[config.mk]
export PLATFORM = sky130hd
export DESIGN_NAME = led_pwm_fader
export DESIGN_NICKNAME = d
export VERILOG_FILES = /design/src/rtl/led_pkg.sv /design/src/rtl/led_fade_channel.sv /design/src/rtl/led_pwm_fader.sv
export SDC_FILE = /design/constraint.sdc
export NUM_CORES = 1
export LEC_CHECK = 0
export ABC_AREA = 1
export CORE_MARGIN = 5
export CORE_UTILIZATION = 55
export DETAILED_ROUTE_END_ITERATION = 8
export PLACE_DENSITY_LB_ADDON = 0.25
export SLEW_MARGIN = 20
export SYNTH_ARGS = -nofsm -noshare
export SYNTH_HDL_FRONTEND = slang
export SYNTH_SLANG_ARGS = --single-unit
[constraint.sdc]
create_clock -name clk -period 2.4 [get_ports clk]
set_input_delay 0.24 -clock clk [delete_from_list [all_inputs] [get_ports clk]]
set_output_delay 0.24 -clock clk [all_outputs]
set_load 0.005 [all_outputs]
[src/rtl/led_pkg.sv]
// led_pkg: shared constants and types for the LED PWM fader.
//   DEFAULT_CH    - default number of LED channels
//   DEFAULT_PWM_W - default PWM counter / brightness width
//   max_level()   - full-on brightness code for a given width
//   lvl_t         - brightness level type at the default width
package led_pkg;

  localparam int DEFAULT_CH    = 5;
  localparam int DEFAULT_PWM_W = 8;

  // Largest brightness code for a level of width w (all ones).
  function automatic int max_level(input int w);
    return (1 << w) - 1;
  endfunction

  typedef logic [DEFAULT_PWM_W-1:0] lvl_t;

endpackage

[src/rtl/led_fade_channel.sv]
// led_fade_channel: one LED channel of the fader.
//   Holds a saturating brightness level that steps one code toward the
//   channel target on each fade tick, maps it to a PWM duty and drives a
//   registered LED bit.
// Ports:
//   clk       - system clock
//   rst       - synchronous active-high reset
//   tgt       - channel target (1 = fade on, 0 = fade off)
//   fade_tick - one-cycle strobe that allows a level step
//   pwm_cnt   - shared free-running PWM counter
//   led       - registered PWM output
//   at_target - level equals the endpoint selected by tgt
// Build option: LED_PWM_GAMMA_EN selects squared (gamma) duty mapping.
module led_fade_channel
  import led_pkg::*;
#(
  parameter int PWM_W = DEFAULT_PWM_W
) (
  input  logic             clk,
  input  logic             rst,
  input  logic             tgt,
  input  logic             fade_tick,
  input  logic [PWM_W-1:0] pwm_cnt,
  output logic             led,
  output logic             at_target
);

  localparam logic [PWM_W-1:0] MAX = PWM_W'(max_level(PWM_W));

  logic [PWM_W-1:0] lvl_reg;
  logic [PWM_W-1:0] lvl_next;
  logic [PWM_W-1:0] duty;
  logic             led_reg;
  logic             led_next;

  // Saturating step toward the target; only moves on a fade tick.
  always_comb begin
    lvl_next = lvl_reg;
    if (fade_tick) begin
      if (tgt && (lvl_reg != MAX)) begin
        lvl_next = lvl_reg + PWM_W'(1);
      end else if (!tgt && (lvl_reg != '0)) begin
        lvl_next = lvl_reg - PWM_W'(1);
      end
    end
  end

`ifdef LED_PWM_GAMMA_EN
  // Squaring the level and keeping the upper half approximates a
  // perceptually linear brightness ramp.
  logic [2*PWM_W-1:0] lvl_sq;
  assign lvl_sq = {{PWM_W{1'b0}}, lvl_reg} * {{PWM_W{1'b0}}, lvl_reg};
  assign duty   = lvl_sq[2*PWM_W-1:PWM_W];
`else
  assign duty = lvl_reg;
`endif

  // Full level forces the LED solidly on; the plain comparator would
  // leave one dark cycle per PWM period.
  assign led_next = (lvl_reg == MAX) || (pwm_cnt < duty);

  always_ff @(posedge clk) begin
    if (rst) begin
      lvl_reg <= '0;
      led_reg <= 1'b0;
    end else begin
      lvl_reg <= lvl_next;
      led_reg <= led_next;
    end
  end

  assign led       = led_reg;
  assign at_target = tgt ? (lvl_reg == MAX) : (lvl_reg == '0);

endmodule

[src/rtl/led_pwm_fader.sv]
// led_pwm_fader: PWM fading output stage for a CH-bit LED pattern.
//   Each LED ramps its brightness toward the latched on/off target one
//   code per fade tick and is rendered as PWM.
// Ports:
//   clk           - system clock
//   rst           - synchronous active-high reset
//   pattern_in    - target pattern, bit i = 1 fades LED i on
//   pattern_valid - one-cycle strobe that latches pattern_in
//   led           - registered PWM drive to the LED pins
//   busy          - some channel has not yet reached its target
// Build option: LED_PWM_GAMMA_EN enables gamma duty mapping in the channels.
module led_pwm_fader
  import led_pkg::*;
#(
  parameter int CH       = DEFAULT_CH,
  parameter int PWM_W    = DEFAULT_PWM_W,
  parameter int FADE_DIV = 12000
) (
  input  logic          clk,
  input  logic          rst,
  input  logic [CH-1:0] pattern_in,
  input  logic          pattern_valid,
  output logic [CH-1:0] led,
  output logic          busy
);

  localparam int FW = (FADE_DIV > 2) ? $clog2(FADE_DIV) : 1;
  localparam logic [FW-1:0] FADE_LAST = FW'(FADE_DIV - 1);

  logic [PWM_W-1:0] pwm_cnt_reg;
  logic [FW-1:0]    fade_cnt_reg;
  logic             fade_tick;
  logic [CH-1:0]    tgt_reg;
  logic [CH-1:0]    at_target;

  assign fade_tick = (fade_cnt_reg == FADE_LAST);

  always_ff @(posedge clk) begin
    if (rst) begin
      pwm_cnt_reg  <= '0;
      fade_cnt_reg <= '0;
      tgt_reg      <= '0;
    end else begin
      pwm_cnt_reg  <= pwm_cnt_reg + PWM_W'(1);
      fade_cnt_reg <= fade_tick ? '0 : fade_cnt_reg + FW'(1);
      // Channels see the old target this cycle, so a strobe coinciding
      // with a tick only affects the following tick.
      if (pattern_valid) begin
        tgt_reg <= pattern_in;
      end
    end
  end

  generate
    for (genvar gi = 0; gi < CH; gi++) begin : g_ch
      led_fade_channel #(
        .PWM_W (PWM_W)
      ) u_ch (
        .clk       (clk),
        .rst       (rst),
        .tgt       (tgt_reg[gi]),
        .fade_tick (fade_tick),
        .pwm_cnt   (pwm_cnt_reg),
        .led       (led[gi]),
        .at_target (at_target[gi])
      );
    end
  endgenerate

  assign busy = ~&at_target;

endmodule

=== Word level (Yosys, flattened, before mapping) ===
Cells that the tools add are included.

* Flip-flop bits (word level): 72
* Input port bits: 8
* Word-level logic and storage cells: 99

* Add/sub/neg operators: 12
* $lt $le $gt $ge: 5
* Equality and inequality tests: 11
* Mux-type cells: 15
* Reduce and logical (&&, ||, !) cells: 43

{| class="wikitable"
|+ Operator list
! operator !! number
|-
| two-way mux 8 bit || 10
|-
| adder 8 x 1 -> 8 bit (second input constant) || 6
|-
| == test 8 bit (second input constant) || 5
|-
| logical NOT 8 bit || 5
|-
| < comparator 8 bit || 5
|-
| != test 8 bit (second input constant) || 5
|-
| nonzero test 8 bit || 5
|-
| subtractor 8 x 1 -> 8 bit (second input constant) || 5
|-
| adder 14 x 1 -> 14 bit (second input constant) || 1
|-
| == test 14 bit (second input constant) || 1
|-
| logical AND 1 bit || 10
|-
| AND reduction 2 bit || 5
|-
| nonzero test 2 bit || 5
|-
| logical NOT 1 bit || 6
|-
| logical OR 1 bit || 5
|-
| two-way mux 1 bit || 5
|-
| AND reduction 5 bit || 1
|-
| OR reduction 2 bit || 1
|}

=== Logic depth before layout (Yosys ltp) ===
Gate-level depths: netlist (run 1).

* Word-level depth: 4
* Mapped depth: 15

=== Modules after synthesis ===
A second synthesis (run 1) with hierarchy kept.

* Cells, all modules: 869
* Area total of the unflattened synthesis: 5825.6 um^2

{| class="wikitable"
|+ By module, submodules not included
! module !! instances !! cells an instance !! area an instance (um^2)
|-
| led_fade_channel at g_ch[1].u_ch ... || 3 || 138 || 913.4
|-
| led_fade_channel at g_ch[0].u_ch ... || 2 || 141 || 944.7
|-
| led_pwm_fader || 1 || 173 || 1196.1
|}

=== Worst setup path after synthesis (run 1) ===
No wires, ideal clock.

* Kind: reg-to-reg
* From: register g_ch[4].u_ch.lvl_reg[0]
* To: register g_ch[4].u_ch.lvl_reg[5]
* Library setup time: 0.119 ns
* Arrival time: 1.914 ns
* Data required time: 2.281 ns
* Slack: 0.366 ns
* Stages on the path, launching flop included: 12
* Buffers on the path: 0
* Clock period less this slack: 2.034 ns
* Cells stage by stage: dfxtp_1 -> nand2_1 -> nor2_1 -> nand2_1 -> nand2_1 -> ha_1 -> or2_2 -> nand2_1 -> nor2_1 -> nor2_1 -> xor2_1 -> a21oi_1

* Longest elaborated chain between the ends: 4

{| class="wikitable"
|+ RTL lines
! element !! line !! RTL
|-
| from (decl) || led_fade_channel.sv:30 || <nowiki>logic [PWM_W-1:0] lvl_reg;</nowiki>
|-
| from (signal assigned) || led_fade_channel.sv:67 || <nowiki>lvl_reg <= lvl_next;</nowiki>
|-
| branches (longest 4 deep; another with subtractor 8 x 1 -> 8 bit) || - ||
|}

Parallel ways; which one is timed is not known. The select of a mux whose other input is x is not followed.
A chain may end at the register's enable or synchronous reset.

=== Worst setup path in the final report (run 1) ===
* From: register g_ch[0].u_ch.lvl_reg[2]
* To: output busy

* Longest elaborated chain between the ends: 4

{| class="wikitable"
|+ RTL lines
! element !! line !! RTL
|-
| from (decl) || led_fade_channel.sv:30 ||
|-
| from (signal assigned) || led_fade_channel.sv:67 ||
|-
| == test 8 bit / logical NOT 8 bit (equally long branches) || led_fade_channel.sv:73 || <nowiki>assign at_target = tgt ? (lvl_reg == MAX) : (lvl_reg == '0);</nowiki>
|-
| two-way mux 1 bit * || led_fade_channel.sv:73 ||
|-
| AND reduction 5 bit * || led_pwm_fader.sv:70 || <nowiki>assign busy = ~&at_target;</nowiki>
|-
| logical NOT 1 bit * || led_pwm_fader.sv:70 ||
|-
| to (decl) || led_pwm_fader.sv:24 || <nowiki>output logic busy</nowiki>
|}

Every way passes the cells marked *; elsewhere a longest branch is shown, timed or not.

==> results of run 1 <==
-- cell type report --
| type | count | share of cell area |
|---|---|---|
| sequential | 72 | 0.2435 |
| tap | 133 | 0.02777 |
| clock buffer | 10 | 0.02297 |
| multi-input combinational | 619 | 0.5903 |
| inverter | 99 | 0.06202 |
| clock inverter | 5 | 0.009605 |
| timing repair buffer | 29 | 0.04385 |
-- synth_stat cells, types with 2 or more instances --
cell	instances
nor3b_1	2
inv_1	95
o21ai_1	3
nand2_2	3
o21a_1	4
nor3_1	9
o21ai_0	32
clkbuf_1	3
a21oi_1	60
xnor2_1	12
o21bai_1	4
xor2_1	15
buf_6	2
nor2_1	111
buf_4	5
nand3_1	42
inv_2	4
nand2_1	208
a21o_1	4
a211oi_1	5
nor2_4	2
nand4_1	14
or2_2	7
fa_1	5
ha_1	68
dfxtp_1	72
and3_1	2
buf_1	2
-- routing by layer --
metal | wire, microns | part of all wire
met5 | 0 | 0
met4 | 284 | 0.022
met3 | 496 | 0.039
met2 | 6264 | 0.50
met1 | 5588 | 0.44
-- how the worst min path moves through the flow --
stage	end	slack, ns	cells after the start
6_report	fade_cnt_reg[0]$_SDFF_PP0_	0.47	1
5_1_grt	tgt_reg[2]$_SDFFE_PP0P_	0.48	3
4_1_cts	tgt_reg[1]$_SDFFE_PP0P_	0.47	3
3_5_place_dp	fade_cnt_reg[0]$_SDFF_PP0_	0.45	1
3_3_place_gp	fade_cnt_reg[0]$_SDFF_PP0_	0.43	1
2_1_floorplan	tgt_reg[1]$_SDFFE_PP0P_	0.37	2
-- stage by stage --
step	area (sq um)	hold slack, ns	utilization
finish	5992	0.4672	0.6187
CTS	5896	0.4667	0.6088
floorplan	5398	0.3749	-
global route	5992	0.4837	0.6187
global placement	5678	0.4290	0.5863
detailed placement	5678	0.4529	0.5863
-- critical path, stage by stage (launching register included) --
cell and delay, ns:
dfxtp_1 0.37, inv_1 0.10, nor3_1 0.18, nand2_1 0.14, nand2_4 0.09, nand2_2 0.09
nor2_1 0.12, nand3_1 0.09, clkdlybuf4s50_1 0.47
-- kinds of logic (layout without fill, tap and decap cells) --
group	count (synthesis)	after routing
AND/OR/NAND/NOR	406	406
flip-flops	72	72
buffers and inverters	112	143
adder cells (fa/ha/maj)	73	73
XOR/XNOR	27	27
AO/OA/AOI/OAI	113	113
-- where the power goes --
part	leakage [nW]	total (mW)	switching [mW]	internal, mW
Sequential	0.590	1.24	0.0245	1.22
Combinational	2.14	0.327	0.182	0.145
Clock	0.0904	0.977	0.477	0.500
-- what timing repair did --
| action | 4_1_cts | 5_1_grt |
|---|---|---|
| endpoints found under the setup margin | 1 | 3 |
| resized for setup | 8 | 17 |
| hold endpoints to repair | 0 | 0 |
| pin swaps | 0 | 4 |
| setup buffers | 0 | 7 |
-- layout by cell type (no fill, tap or decap), types with 14 or more instances in the layout --
cell type / count
dfxtp_1: 58
ha_1: 68
inv_1: 95
nand3_1: 42
nand4_1: 14
buf_4: 15
nand2_1: 202
nor2_1: 110
a21oi_1: 60
o21ai_0: 32
xor2_1: 15
dfxtp_2: 14
==> metrics.md, run 1 <==
| Metric | Value |
|---|---|
| DRC Markers | `0` |
| Clock latency on the worst-skew pair | `between 0.3 and 0.4 ns` |
| End point of the critical path | `busy` |
| Minimum clock period after layout | `~2.2 ns` |
| Die Ht | `109.1 microns` |
| Clock sink total | `about 70` |
| Placed Instances | `between 900 and 1000` |
| Largest family of logic cells by synthesized area | `simple AND/OR/NAND/NOR gates` |
| Max transition margin | `0.6966` |
| Via count of the first global-routing pass | `4994` |
| Multiplexer share of the synthesized area | `0` |
| Setup violations, final | `0` |
| Buffers on Ports | `13` |
| Fraction of registers with async set/reset | `0` |
| Antenna-violating nets left | `0` |
| Avg Inst Size Synth | `roughly 6.7 sq um` |
| Footprint of the multi-input gates | `3537 sq um` |
| Tot GR Track Use | `0.2277` |
| R2R setup slack | `0.24 ns` |
| Hold path start | `fade_cnt_reg[0]$_SDFF_PP0_` |
| Top post-synthesis cells by area | `dfxtp_1 (27%), ha_1 (16%), nand2_1 (14%), nor2_1 (7.7%), inv_1 (6.6%)` |
| Most used DFF post-synth | `dfxtp_1` |
| CTS max path bufs | `2` |
| Global route overflow | `0` |
| Crit path from | `g_ch[0].u_ch.duty[2]$_SDFFE_PP0P_` |
| Diodes inserted | `0` |
| Unrepaired setup endpoints after global routing | `no` |
| Share of the synthesized area in the top cell type | `0.2670` |
| Pin count of the biggest net entering global routing | `24` |
| Fin. max-slew vios | `0` |
| Fillers | `slightly below 900` |
| YS warnings | `0` |
| Pre-CTS setup slack | `roughly 0.12 ns` |
| Clock buffer count from CTS | `9` |
| Status | `completed` |
| Synth Area in Adders | `0.1762` |
| DPL Wire Length | `9531 microns` |
| First-pass GRT wire length | `about 22000 microns` |
| Setup TNS | `0 ns` |
| Antenna violations before repair | `0` |
| GRT busiest layer | `met2` |
| Final worst-path cycle share | `0.9358` |
| Post-synth EDFFs | `0` |
| GRT met2 Usage | `0.4031` |
| Critical Path Sink Type | `output port` |
| Die Width | `109.1 microns` |
| Area grow syn2layout | `11.01%` |
| RR Startpoint | `g_ch[0].u_ch.duty[2]$_SDFFE_PP0P_` |
| Simple-Gate Fraction of Synth Area | `0.3157` |
| Syn_nets | `around 900` |
| Clock skew | `0.01191 ns` |
| Setup ws final | `0.1540 ns` |
| Max cap viols | `0` |
| Die area | `11900 sq um` |
| Critical Path AT | `2.01 ns` |
| Vias | `5151` |
| Number of iterations in the first detailed-routing pass | `5` |
| 1st-iter DRT viols | `244` |
| Met3 usage | `0.04085` |
| Max reg flops | `40` |
| CTS Hold Bufs | `0` |
| Row cnt | `36` |
| CP required | `2.16 ns` |
| Worst-path clk slew | `around 0.080 ns` |
| M1 GR Usage | `0.2724` |
| Sequential share of the synthesized area | `0.2670` |
| Final Hold Fails | `0` |
| Post-synthesis compound-gate area fraction | `0.1129` |
| FF-to-FF End | `g_ch[0].u_ch.duty[7]$_SDFFE_PP0P_` |
| Cell count after synthesis | `803` |
| Crit path launch type | `flop` |
| Placer Congestion | `0.8967` |
| Fin cells | `967` |
| Yosys cell types | `36` |
| Post-synthesis xor/xnor area fraction | `0.04381` |
| Core footprint | `9684 sq um` |
| Layout cells sized above 1 | `0.08753` |
| WS Path Type | `reg -> out` |
| TritonCTS clock tree | `done` |
| Via density | `around 5.3` |
| CTS H-tree depth | `3` |
| Worst vdd ir | `a little under 0.4 mV` |
| Routed WL per cell | `roughly 13 microns` |
| Sequential standard cell area | `roughly 1500 sq um` |
| Worst-Margin Slew | `around 0.46 ns` |
| Final wirelength | `12640 microns` |
| Mapped Area | `roughly 5400 sq um` |
| Crit path max fanout | `4` |
| Reg2Reg Depth | `14` |
| Hold Path Class | `reg -> reg` |
| Initial Utilization | `0.5574` |
| Fmax | `between 400 and 500 MHz` |
| Post-synth top area cell | `dfxtp_1` |
| Final net count | `between 900 and 1000` |
| Power, Total | `2.544 mW` |
| Num ports | `14` |
| FF+latch count, synth | `just over 70` |
| Pleak | `~2.8 nW` |
| Power density over the cells | `~420 nW/um^2` |
| Root Driver | `clkbuf_8` |
Power figures use the tool's default switching activity.
==> run 2, diff against run 1 <==
--- a/config.mk
+++ b/config.mk
@@ -6,9 +6,9 @@
 export NUM_CORES = 1
 export LEC_CHECK = 0
 export ABC_AREA = 1
-export CORE_MARGIN = 5
 export CORE_UTILIZATION = 55
 export DETAILED_ROUTE_END_ITERATION = 8
+export GPL_TIMING_DRIVEN = 0
 export PLACE_DENSITY_LB_ADDON = 0.25
 export SLEW_MARGIN = 20
 export SYNTH_ARGS = -nofsm -noshare
==> metrics.md, run 2 (synthesized netlist as in run 1, its figures left out) <==
| Metric | Value |
|---|---|
| Final Hold Fails | `0 (unchanged)` |
| Switching Share | `0.2725 (+0.003656)` |
| Root Driver | `clkbuf_8` |
| Sw power | `698.3 uW (+2.1%)` |
| Pre-CTS setup slack | `0.03994 ns (-0.08488 ns)` |
| Clock skew | `0.008809 ns (-0.003101 ns)` |
| TritonCTS clock tree | `done` |
| CTS max path bufs | `2 (unchanged)` |
| End point of the critical path | `busy` |
| Unrepaired setup endpoints after global routing | `yes` |
| Fillers | `883 (+1.7%)` |
| First-pass GRT wire length | `20950 microns (-3.9%)` |
| Die area | `10210 sq um (-14%)` |
| Global route overflow | `0 (unchanged)` |
| Routed WL per cell | `12.70 microns (-2.8%)` |
| Most frequent cells in the layout | `nand2_1 (202), nor2_1 (110), inv_1 (95), ha_1 (68), dfxtp_1 (66)` |
| FF-to-FF End | `g_ch[4].u_ch.duty[5]$_SDFFE_PP0P_` |
| Vias | `5115 (-0.70%)` |
| Status | `completed` |
| Placer Congestion | `0.8174 (-8.8%)` |
| Final wirelength | `12200 microns (-3.4%)` |
| Tot GR Track Use | `0.2584 (+0.03073)` |
| Placed cell area | `5679 sq um (about the same)` |
| Critical Path Sink Type | `output port` |
| Row cnt | `35 (-2.8%)` |
| Setup ws final | `0.02967 ns (-0.1243 ns)` |
| Minimum clock period after layout | `2.370 ns (+0.1243 ns)` |
| Reg2Reg Depth | `11 (-3)` |
| Max reg flops | `40 (unchanged)` |
| Layout cells sized above 1 | `0.06971 (-0.01782)` |
| Num ports | `14 (unchanged)` |
| R2R setup slack | `0.18 ns (-0.06 ns)` |
| Clock power frac | `0.392 (+0.008)` |
| Worst vdd ir | `0.4304 mV (+10%)` |
| Critical Path AT | `2.13 ns (+0.12 ns)` |
| Fin cells | `961 (-0.62%)` |
| Clock buffer count from CTS | `9 (unchanged)` |
| Worst-Margin Slew | `0.6188 ns (+0.1637 ns)` |
| Comb pwr share | `0.124 (-0.005)` |
| DRC Markers | `0 (unchanged)` |
| CTS H-tree depth | `3 (unchanged)` |
| Max cap viols | `0 (unchanged)` |
| Hold Path Class | `in -> reg` |
| Cell Int Power | `1.865 mW (+0.22%)` |
| Sequential fraction of design power | `0.484 (-0.003)` |
| Crit path from | `g_ch[0].u_ch.duty[7]$_SDFFE_PP0P_` |
| Antenna violations before repair | `0 (unchanged)` |
| Number of iterations in the first detailed-routing pass | `5 (unchanged)` |
| Worst-path clk slew | `0.08 ns (about the same)` |
| Die Ht | `101.1 microns (-7.3%)` |
| Final worst-path cycle share | `0.9876 (+0.05179)` |
| Placed Instances | `944 (-0.11%)` |
| DPL Wire Length | `9443 microns (-0.93%)` |
| Diodes inserted | `0 (unchanged)` |
| Area grow syn2layout | `9.991%` |
| Fin. max-slew vios | `0 (unchanged)` |
| Core footprint | `9371 sq um (-3.2%)` |
| Pin count of the biggest net entering global routing | `14 (-42%)` |
| Power, Total | `2.563 mW (+0.73%)` |
| Crit path max fanout | `8 (+4)` |
| Pleak | `2.790 nW (-0.93%)` |
| Max transition margin | `0.5875 (-0.1091)` |
| Antenna-violating nets left | `0 (unchanged)` |
| Setup violations, final | `0 (unchanged)` |
| Commonest non-fill, non-tap cell in the layout | `nand2_1` |
| Crit path launch type | `flop` |
| WS Path Type | `reg -> out` |
| RR Startpoint | `g_ch[4].u_ch.duty[0]$_SDFFE_PP0P_` |
| CP required | `2.16 ns (about the same)` |
| Fmax | `421.9 MHz (-5.2%)` |
| Setup TNS | `0 ns (unchanged)` |
| Hold path start | `rst` |
| Via count of the first global-routing pass | `4811 (-3.7%)` |
| Buffers on Ports | `12 (-1)` |
| Via density | `5.323 (about the same)` |
| Die Width | `101.1 microns (-7.3%)` |
| Power density over the cells | `431.7 nW/um^2 (+1.7%)` |
| Final net count | `908 (-0.33%)` |
| Initial Utilization | `0.5760 (+0.01860)` |
| Cell area after layout | `5937 sq um (-0.92%)` |
| Clock latency on the worst-skew pair | `0.36 ns (about the same)` |
| Sequential standard cell area | `1449 sq um (-0.69%)` |
| Clock sink total | `72 (unchanged)` |
| Footprint of the multi-input gates | `3538 sq um (about the same)` |
| 1st-iter DRT viols | `218 (-11%)` |
-- run 2: repair_timing --
item | 4_1_cts | 5_1_grt
pin swaps | 1 | 0
hold buffers | 0 | 0
gates resized for setup | 12 | 6
endpoints found under the setup margin | 1 | 7
buffers inserted | 1 | 0
-- run 2: through the flow --
stage	hold WS [ns]	util
final	0.3839	0.6335
after CTS	0.3774	0.6323
after global placement	0.4291	0.6060
after detailed placement	0.4385	0.6060
after global routing	0.4043	0.6335
after floorplan	0.3749	-
-- run 2: worst min-delay path by stage --
| stage | to | slack (ns) | cells after the start |
|---|---|---|---|
| after floorplan | tgt_reg[1]$_SDFFE_PP0P_ | 0.37 | 2 |
| after detailed placement | fade_cnt_reg[0]$_SDFF_PP0_ | 0.44 | 1 |
| final | g_ch[0].u_ch.led$_SDFF_PP0_ | 0.38 | 2 |
| after global placement | fade_cnt_reg[0]$_SDFF_PP0_ | 0.43 | 1 |
| after global routing | g_ch[3].u_ch.duty[2]$_SDFFE_PP0P_ | 0.40 | 2 |
| after CTS | g_ch[0].u_ch.led$_SDFF_PP0_ | 0.38 | 2 |
-- run 2: power by group through the flow --
stage | clock (mW) | combinational (mW) | sequential (mW)
after detailed placement | 0 | 0.311 | 1.27
final | 1.00 | 0.318 | 1.24
after CTS | 1.03 | 0.316 | 1.24
after global placement | 0 | 0.296 | 1.27
after global routing | 1.07 | 0.364 | 1.24
after floorplan | 0 | 0.225 | 1.26
-- run 2: cell type report --
cell class	instances	area share
Buffer	13	0.01412
Clock buffer	10	0.02318
Clock inverter	6	0.01138
Inverter	99	0.06259
Multi-Input combinational cell	619	0.5960
Sequential cell	72	0.2440
Tap cell	129	0.02719
Timing Repair Buffer	13	0.02150
-- run 2: critical path, stage by stage, from the launching register on --
cell and delay [ns]:
dfxtp_1 0.34, inv_1 0.10, nor3_1 0.21, nand2_1 0.15, nand2_4 0.15, nand2_2 0.11, nor2_2 0.15, nand3_1 0.10
clkdlybuf4s50_1 0.46
-- run 2: per-layer routing --
layer / global-route usage / share of wire
met4: 0.1093 / 0.021
met2: 0.4427 / 0.48
met5: 0 / 0
met3: 0.04438 / 0.040
met1: 0.3186 / 0.46
==> run 3, diff against run 2 <==
--- a/config.mk
+++ b/config.mk
@@ -9,7 +9,7 @@
 export CORE_UTILIZATION = 55
 export DETAILED_ROUTE_END_ITERATION = 8
 export GPL_TIMING_DRIVEN = 0
-export PLACE_DENSITY_LB_ADDON = 0.25
+export PLACE_DENSITY_LB_ADDON = 0.3
 export SLEW_MARGIN = 20
 export SYNTH_ARGS = -nofsm -noshare
 export SYNTH_HDL_FRONTEND = slang
==> metrics.md, run 3 (synthesized netlist as in run 1, its figures left out) <==
| Metric | Value |
|---|---|
| Global route overflow | `0 (unchanged)` |
| Max cap viols | `0 (unchanged)` |
| Hold Path Class | `in -> reg` |
| Setup violations, final | `0 (unchanged)` |
| Max transition margin | `0.5703 (-0.01712)` |
| RR Startpoint | `g_ch[2].u_ch.duty[3]$_SDFFE_PP0P_` |
| Worst-path clk slew | `0.08 ns (about the same)` |
| R2R setup slack | `0.22 ns (+0.04 ns)` |
| Worst hold slack | `0.4089 ns (+0.02492 ns)` |
| Final Hold Fails | `0 (unchanged)` |
| CTS max path bufs | `2 (unchanged)` |
| Clock latency on the worst-skew pair | `0.36 ns (about the same)` |
| Tot GR Track Use | `0.2558 (-0.002657)` |
| Die Ht | `101.1 microns (unchanged)` |
| Num ports | `14 (unchanged)` |
| Initial Utilization | `0.5760 (unchanged)` |
| Reg2Reg Depth | `12 (+1)` |
| Core footprint | `9371 sq um (unchanged)` |
| Power density over the cells | `440.2 nW/um^2 (+2.0%)` |
| Die area | `10210 sq um (unchanged)` |
| Placed cell area | `5679 sq um (unchanged)` |
| Row cnt | `35 (unchanged)` |
| DRC Markers | `0 (unchanged)` |
| FF-to-FF End | `g_ch[2].u_ch.duty[5]$_SDFFE_PP0P_` |
| Pleak | `2.837 nW (+1.7%)` |
| Max reg flops | `40 (unchanged)` |
| Pre-CTS setup slack | `0.03658 ns (-0.003362 ns)` |
| CP required | `2.16 ns (about the same)` |
| Unrepaired setup endpoints after global routing | `no` |
| Vias | `5194 (+1.5%)` |
| Fin. max-slew vios | `0 (unchanged)` |
| Antenna violations before repair | `0 (unchanged)` |
| Crit path launch type | `flop` |
| Antenna-violating nets left | `0 (unchanged)` |
| Final net count | `915 (+0.77%)` |
| 1st-iter DRT viols | `318 (+46%)` |
| Sequential standard cell area | `1463 sq um (+0.95%)` |
| Diodes inserted | `0 (unchanged)` |
| Clock buffer count from CTS | `9 (unchanged)` |
| Final worst-path cycle share | `0.9622 (-0.02539)` |
| Cell area after layout | `6031 sq um (+1.6%)` |
| Hold endpoint | `g_ch[3].u_ch.duty[2]$_SDFFE_PP0P_` |
| DPL Wire Length | `9310 microns (-1.4%)` |
| Critical Path AT | `2.07 ns (-0.06 ns)` |
| CTS H-tree depth | `3 (unchanged)` |
| Fmax | `433.0 MHz (+2.6%)` |
| Status | `completed` |
| Minimum clock period after layout | `2.309 ns (-0.06094 ns)` |
| Setup ws final | `0.09061 ns (+0.06094 ns)` |
| Fin cells | `968 (+0.73%)` |
| Die Width | `101.1 microns (unchanged)` |
| Final Util | `0.6435 (+0.01001)` |
| Area grow syn2layout | `11.73%` |
| Worst vdd ir | `0.3476 mV (-19%)` |
| Layout cells sized above 1 | `0.09297 (+0.02326)` |
| Root Driver | `clkbuf_8` |
| Clock sink total | `72 (unchanged)` |
| Worst-Margin Slew | `0.6445 ns (+0.02568 ns)` |
| First-pass GRT wire length | `21000 microns (+0.26%)` |
| Via density | `5.366 (+0.81%)` |
| Final wirelength | `12490 microns (+2.4%)` |
| Setup TNS | `0 ns (unchanged)` |
| Clock skew | `0.007227 ns (-0.001582 ns)` |
| TritonCTS clock tree | `done` |
| Critical Path Sink Type | `output port` |
| Buffers on Ports | `12 (unchanged)` |
| Via count of the first global-routing pass | `4922 (+2.3%)` |
| Placer Congestion | `0.8446 (+3.3%)` |
| Power, Total | `2.655 mW (+3.6%)` |
| Pin count of the biggest net entering global routing | `14 (unchanged)` |
| Most frequent cells in the layout | `nand2_1 (201), nor2_1 (111), inv_1 (95), ha_1 (68), a21oi_1 (60)` |
| Footprint of the multi-input gates | `3552 sq um (+0.39%)` |
| Commonest non-fill, non-tap cell in the layout | `nand2_1` |
| CTS Hold Bufs | `0 (unchanged)` |
| Worst hold stages | `2 (unchanged)` |
| Routed WL per cell | `12.90 microns (+1.6%)` |
| WS Path Type | `reg -> out` |
| Placed Instances | `944 (unchanged)` |
| Hold path start | `rst` |
| Number of iterations in the first detailed-routing pass | `5 (unchanged)` |
| Fillers | `897 (+1.6%)` |
| Crit path max fanout | `11 (+3)` |
[run 3: cell type report]
class                   instances  area share
clock buffers                   9     0.02054
plain buffers                  13     0.01390
clock inverters                 7     0.01577
repair buffers                 20     0.02988
inverters                      99     0.06162
multi-input cells             619      0.5890
flip-flops and latches         72      0.2425
well taps                     129     0.02676
[run 3: how the worst max path moves through the flow]
stage                                            startpoint                                 to  slack, ns
final                     g_ch[3].u_ch.duty[3]$_SDFFE_PP0P_                               busy       0.09
after global routing      g_ch[3].u_ch.duty[7]$_SDFFE_PP0P_                               busy      0.002
after CTS                 g_ch[2].u_ch.duty[1]$_SDFFE_PP0P_                               busy      0.006
after detailed placement  g_ch[3].u_ch.duty[3]$_SDFFE_PP0P_  g_ch[3].u_ch.duty[6]$_SDFFE_PP0P_       0.04
after global placement    g_ch[3].u_ch.duty[3]$_SDFFE_PP0P_  g_ch[3].u_ch.duty[6]$_SDFFE_PP0P_       0.11
after floorplan           g_ch[4].u_ch.duty[0]$_SDFFE_PP0P_  g_ch[4].u_ch.duty[5]$_SDFFE_PP0P_       0.37
[run 3: repair_timing]
| action | 4_1_cts | 5_1_grt |
|---|---|---|
| gates resized for setup | 9 | 22 |
| pin swaps | 1 | 4 |
| setup buffers | 1 | 7 |
| setup endpoints to repair | 1 | 5 |
| endpoints found under the hold margin | 0 | 0 |
[run 3: worst max-delay path: stages (launching register included)]
cell	delay (ns)
dfxtp_2	0.38
nand2_1	0.06
nor2_1	0.10
nand2_1	0.12
nand2_4	0.16
nand2_2	0.11
nor2_1	0.17
nand3_1	0.13
clkdlybuf4s50_1	0.47
[run 3: where the power goes]
part | internal (mW) | switching (mW) | total [mW]
registers | 1.22 | 0.0249 | 1.24
clock network | 0.587 | 0.496 | 1.08
logic | 0.147 | 0.186 | 0.332
[run 3: layer usage]
layer	GRT usage	wire [microns]	up-vias
met4	0.07804	187	0
met2	0.4594	6119	131
met1	0.3087	5587	2369
li1	-	-	2671
met5	0	0	-
met3	0.04508	597	23
